==> src/rtl/hazard_pkg.sv <==
// Shared encodings for the hazard unit, control unit and datapath operand muxes.
package hazard_pkg;

  typedef enum logic [1:0] {
    OP_NONE  = 2'd0,
    OP_ALU   = 2'd1,
    OP_LOAD  = 2'd2,
    OP_STORE = 2'd3
  } optype_e;

  typedef enum logic [1:0] {
    FWD_RF       = 2'd0,
    FWD_EX_ALU   = 2'd1,
    FWD_MEM_ALU  = 2'd2,
    FWD_MEM_LOAD = 2'd3
  } fwd_sel_e;

  typedef struct packed {
    optype_e    optype;
    logic [4:0] rd;
    logic [4:0] rs2;
  } stage_t;

  localparam int unsigned STAGE_W = $bits(stage_t);

  // Only ALU and LOAD producers write a register; x0 never carries a dependency.
  function automatic logic reg_match(input logic src_use, input logic [4:0] src_idx,
                                     input stage_t stg);
    return src_use && (src_idx != 5'd0) && (src_idx == stg.rd) &&
           ((stg.optype == OP_ALU) || (stg.optype == OP_LOAD));
  endfunction

endpackage

==> src/rtl/hazard_stage_reg.sv <==
// One pipeline tracking stage: async clear, bubble load on stall, else capture.
import hazard_pkg::*;

module hazard_stage_reg (
  input  logic   clk,
  input  logic   rst_n,
  input  logic   bubble_i,
  input  stage_t d_i,
  output stage_t q_o
);

  always_ff @(posedge clk or negedge rst_n) begin
    if (!rst_n)        q_o <= '0;
    else if (bubble_i) q_o <= '0;
    else               q_o <= d_i;
  end

endmodule

==> src/rtl/hazard_unit.sv <==
// Load-use stall detection, operand forwarding select and IF/ID/EX pipeline control.
import hazard_pkg::*;

module hazard_unit (
  input  logic       clk,
  input  logic       rst_n,
  input  logic       rs1use,
  input  logic       rs2use,
  input  logic [1:0] hazard_optype,
  input  logic [4:0] rd_ctrl,
  input  logic [4:0] rs1_addr,
  input  logic [4:0] rs2_addr,
  input  logic       Branch_ctrl,
  output logic       PC_EN_IF,
  output logic       reg_FD_EN,
  output logic       reg_FD_flush,
  output logic       reg_DE_flush,
  output logic [1:0] forward_ctrl_A,
  output logic [1:0] forward_ctrl_B,
  output logic       forward_ctrl_ls
);

  optype_e  id_op;
  stage_t   id_d;
  stage_t   ex_q;
  stage_t   mem_q;
  logic     stall;
  logic     m1_ex, m2_ex, m1_mem, m2_mem;
  fwd_sel_e fwd_a, fwd_b;
  logic     mem_rs2_unused;

  assign id_op = optype_e'(hazard_optype);
  assign id_d  = '{optype: id_op, rd: rd_ctrl, rs2: rs2_addr};

  hazard_stage_reg u_ex (
    .clk      (clk),
    .rst_n    (rst_n),
    .bubble_i (stall),
    .d_i      (id_d),
    .q_o      (ex_q)
  );

  hazard_stage_reg u_mem (
    .clk      (clk),
    .rst_n    (rst_n),
    .bubble_i (1'b0),
    .d_i      (ex_q),
    .q_o      (mem_q)
  );

  assign mem_rs2_unused = ^mem_q.rs2;

  assign m1_ex  = reg_match(rs1use, rs1_addr, ex_q);
  assign m2_ex  = reg_match(rs2use, rs2_addr, ex_q);
  assign m1_mem = reg_match(rs1use, rs1_addr, mem_q);
  assign m2_mem = reg_match(rs2use, rs2_addr, mem_q);

  // A store's rs2 against an EX load is not stalled: forward_ctrl_ls covers it next cycle.
  assign stall = (ex_q.optype == OP_LOAD) &&
                 (m1_ex || (m2_ex && (id_op != OP_STORE)));

  always_comb begin
    fwd_a = FWD_RF;
    if (m1_ex && ex_q.optype == OP_ALU)          fwd_a = FWD_EX_ALU;
    else if (m1_mem && mem_q.optype == OP_ALU)   fwd_a = FWD_MEM_ALU;
    else if (m1_mem && mem_q.optype == OP_LOAD)  fwd_a = FWD_MEM_LOAD;
  end

  always_comb begin
    fwd_b = FWD_RF;
    if (m2_ex && ex_q.optype == OP_ALU)          fwd_b = FWD_EX_ALU;
    else if (m2_mem && mem_q.optype == OP_ALU)   fwd_b = FWD_MEM_ALU;
    else if (m2_mem && mem_q.optype == OP_LOAD)  fwd_b = FWD_MEM_LOAD;
  end

  assign forward_ctrl_A  = fwd_a;
  assign forward_ctrl_B  = fwd_b;
  assign forward_ctrl_ls = (ex_q.optype == OP_STORE) && (mem_q.optype == OP_LOAD) &&
                           (mem_q.rd == ex_q.rs2) && (ex_q.rs2 != 5'd0);

  assign PC_EN_IF     = !stall;
  assign reg_FD_EN    = !stall;
  assign reg_DE_flush = stall;
  assign reg_FD_flush = !stall && Branch_ctrl;

endmodule

==> config.mk <==
export PLATFORM = sky130hd
export DESIGN_NAME = hazard_unit
export DESIGN_NICKNAME = d
export VERILOG_FILES = /design/src/rtl/hazard_pkg.sv /design/src/rtl/hazard_stage_reg.sv /design/src/rtl/hazard_unit.sv
export SDC_FILE = /design/constraint.sdc
export NUM_CORES = 1
export LEC_CHECK = 0
export ABC_AREA = 1
export CORE_MARGIN = 2
export CORE_UTILIZATION = 52
export CTS_CLUSTER_SIZE = 12
export DETAILED_ROUTE_END_ITERATION = 12
export GPL_TIMING_DRIVEN = 0
export PLACE_DENSITY = 0.84
export SYNTH_ARGS = -nofsm -noshare
export SYNTH_HDL_FRONTEND = slang
export SYNTH_SLANG_ARGS = --single-unit
==> constraint.sdc <==
create_clock -name clk -period 2.74 [get_ports clk]
set_input_delay 0.548 -clock clk [delete_from_list [all_inputs] [get_ports clk]]
set_output_delay 0.548 -clock clk [all_outputs]
set_load 0.02 [all_outputs]
==> metrics <==
first-pass GRT wire length=4820 um; net count after synthesis=188; full die area=0.00284 mm^2; cell taking the most area after synthesis=dfrtp_1; min-delay src=u_ex.q_o[8]; max-cap violation count=0; Worst EP required=2.19 ns; CP Max Fanout=5; root buf cell=clkbuf_4; Top FF cell, synth=dfrtp_1; endpoints failing setup=0; largest net degree at the start of global routing=20; worst setup margin=0.0891 ns; Fmax=377 MHz; r2r worst-path depth=9; # rows=17; met1 Use GR=27.9%; top cells by count, synth=inv_1, nand2_1, dfrtp_1, nor2_1, a21oi_2; Vias=1145; grt total ovfl=0; CORE AREA=0.00225 mm^2; vias in the first global route=1125; GR Util met2=44.4%; worst skew pair latency=0.30 ns; Hold Path Stages=0; Worst Setup Path Type=in2out; drt pass-1 iters=4; vias per inst=5.09; Placer Congestion=0.826; Worst VDD drop=295 uV; Syn Area/Cell=7.85 um^2; Fill cells=191; n_diodes=0; met3 usage=3.11%; RR Endpoint=u_ex.q_o[1]; Tot GR Track Use=24.2%; GR peak layer=met2; Die Wd=53.3 um; antenna viol nets, final=0; Synth area leaders=dfrtp_1, inv_1, nand2_1; TritonCTS buffer count=3; flop-to-flop setup slack=1.07 ns; #FFs+latches synth=19; # DRC=0; Synth top area share=37.6%; worst slew pin tran=0.873 ns; Longest Clk Path Bufs=2; CTS tree=built; EDFF count, synth=0; Clock Sinks=19; Ports=31; Synth Instances=161; reg2reg start=u_ex.q_o[10]; minimum clock period after layout=2.65 ns; Setup WS pre-CTS=-0.302 ns; total wire length=3030 um; Initial Util=56.0%; RSZ-0062 raised after global routing=false; register area share after synthesis=37.6%; total leakage power=0.897 nW; Syn-to-layout area delta=31.0%; status=finished clean; Final nets=225; Fin. Hold Viols=0; Final HPWL DP=2400 um; Slew HR=41.6%; Routed WL per cell=13.5 um; CTS clk-pin slew, worst paths=0.11 ns; post-layout total power=0.601 mW; WP data arrival=2.10 ns; worst clock skew=0.00500 ns; Max Slew Vio Count=0; IO buf count=30; Hold Path Sink=u_mem.q_o[8]; Post-synth ARST share=100%; die span in y=53.3 um; Warnings, synthesis=0; Power Dens Cells=363 mW/mm^2; Worst setup SP type=input port; Mapped Area=0.00126 mm^2; DP Area=0.00160 mm^2; H-Tree Depth=1; share of layout cells above drive strength 1=18.8%; Min-Delay Path Class=reg2reg; Yosys cell types=28; final period utilization=96.7%; Starting DRT DRC Count=15; Critical Path Sink Type=output port; Design Area, Final=0.00166 mm^2; initial antenna violation count=0
-- timing repair --
action	4_1_cts	5_1_grt
hold endpoints to repair	0	0
hold buffers	0	0
pin swaps	1	1
setup buffers	0	2
resized for setup	14	8
endpoints found under the setup margin	8	8
-- cells by family (layout without fill, tap and decap cells) --
family                     count (synthesis)  in the layout  share of synthesized area, %
DFF                                       19             19                          37.6
buffers and inverters                     41             77                          13.8
and+or+nand+nor                           64             64                          24.2
adders and majority gates                  5              5                          4.95
AOI/OAI and AO/OA                         22             22                          12.6
xor gates and xnor gates                  10             10                          6.93
-- power breakdown --
group          switching [mW]  total [mW]  internal, mW
Clock                  0.0910       0.148        0.0568
Combinational          0.0764       0.142        0.0656
Sequential             0.0160       0.311         0.295
Total                   0.183       0.601         0.418
-- how the worst max path moves through the flow --
stage	startpoint	endpoint	slack (ns)	cells after the start
2_1_floorplan	u_ex.q_o[10]	reg_FD_EN	0.62	9
5_1_grt	u_ex.q_o[10]	PC_EN_IF	0.005	9
6_report	rs1_addr[2]	PC_EN_IF	0.09	7
3_5_place_dp	rs2_addr[0]	reg_FD_EN	-0.30	10
3_3_place_gp	rs1_addr[4]	reg_FD_EN	-0.26	8
4_1_cts	u_mem.q_o[10]	forward_ctrl_ls	0.04	7
-- critical path: stages --
cell	delay (ns)
clkdlybuf4s50_1	0.48
xor2_1	0.19
nor3_2	0.26
nand2_2	0.12
nand2_4	0.11
nand2_1	0.09
clkdlybuf4s15_1	0.30
-- final cells by class --
class	instances	area [um^2]	share of cell area (%)
multi-input combinational	101	632	38.2
sequential	19	475	28.7
timing repair buffer	32	313	18.9
inverter	38	143	8.62
tap	28	35.0	2.12
buffer	3	31.3	1.89
clock buffer	4	26.3	1.59
-- state kept, by name (all words and copies together) (netlist names) --
register	count
u_ex.q_o	12
u_mem.q_o	7
-- routing by layer --
layer / vias up / routed length, um
met5: - / 0
met4: 0 / 51
met3: 6 / 77
met2: 24 / 1600
met1: 539 / 1300
li1: 576 / -
-- layout by cell type (no fill, tap or decap), drive strengths merged, types with 5 or more instances in the layout --
master and n:
inv 38, a21oi 17, nand4 7, buf 6
clkbuf 5, nor2 13, ha 5, xor2 5
nand3 5, nand2 34, dfrtp 19, xnor2 5
clkdlybuf4s50 18
-- through the flow --
| step | hold WS [ns] | util (%) | std cells | setup TNS (ns) |
|---|---|---|---|---|
| 2_1_floorplan | 0.252 | - | 161 | 0 |
| 3_3_place_gp | 0.388 | 70.9 | 219 | -1.50 |
| 3_5_place_dp | 0.406 | 70.9 | 219 | -1.76 |
| 4_1_cts | 0.432 | 72.3 | 223 | 0 |
| 5_1_grt | 0.460 | 73.4 | 225 | 0 |
| 6_report | 0.433 | 73.4 | 225 | 0 |
Power figures use the tool's default switching activity.
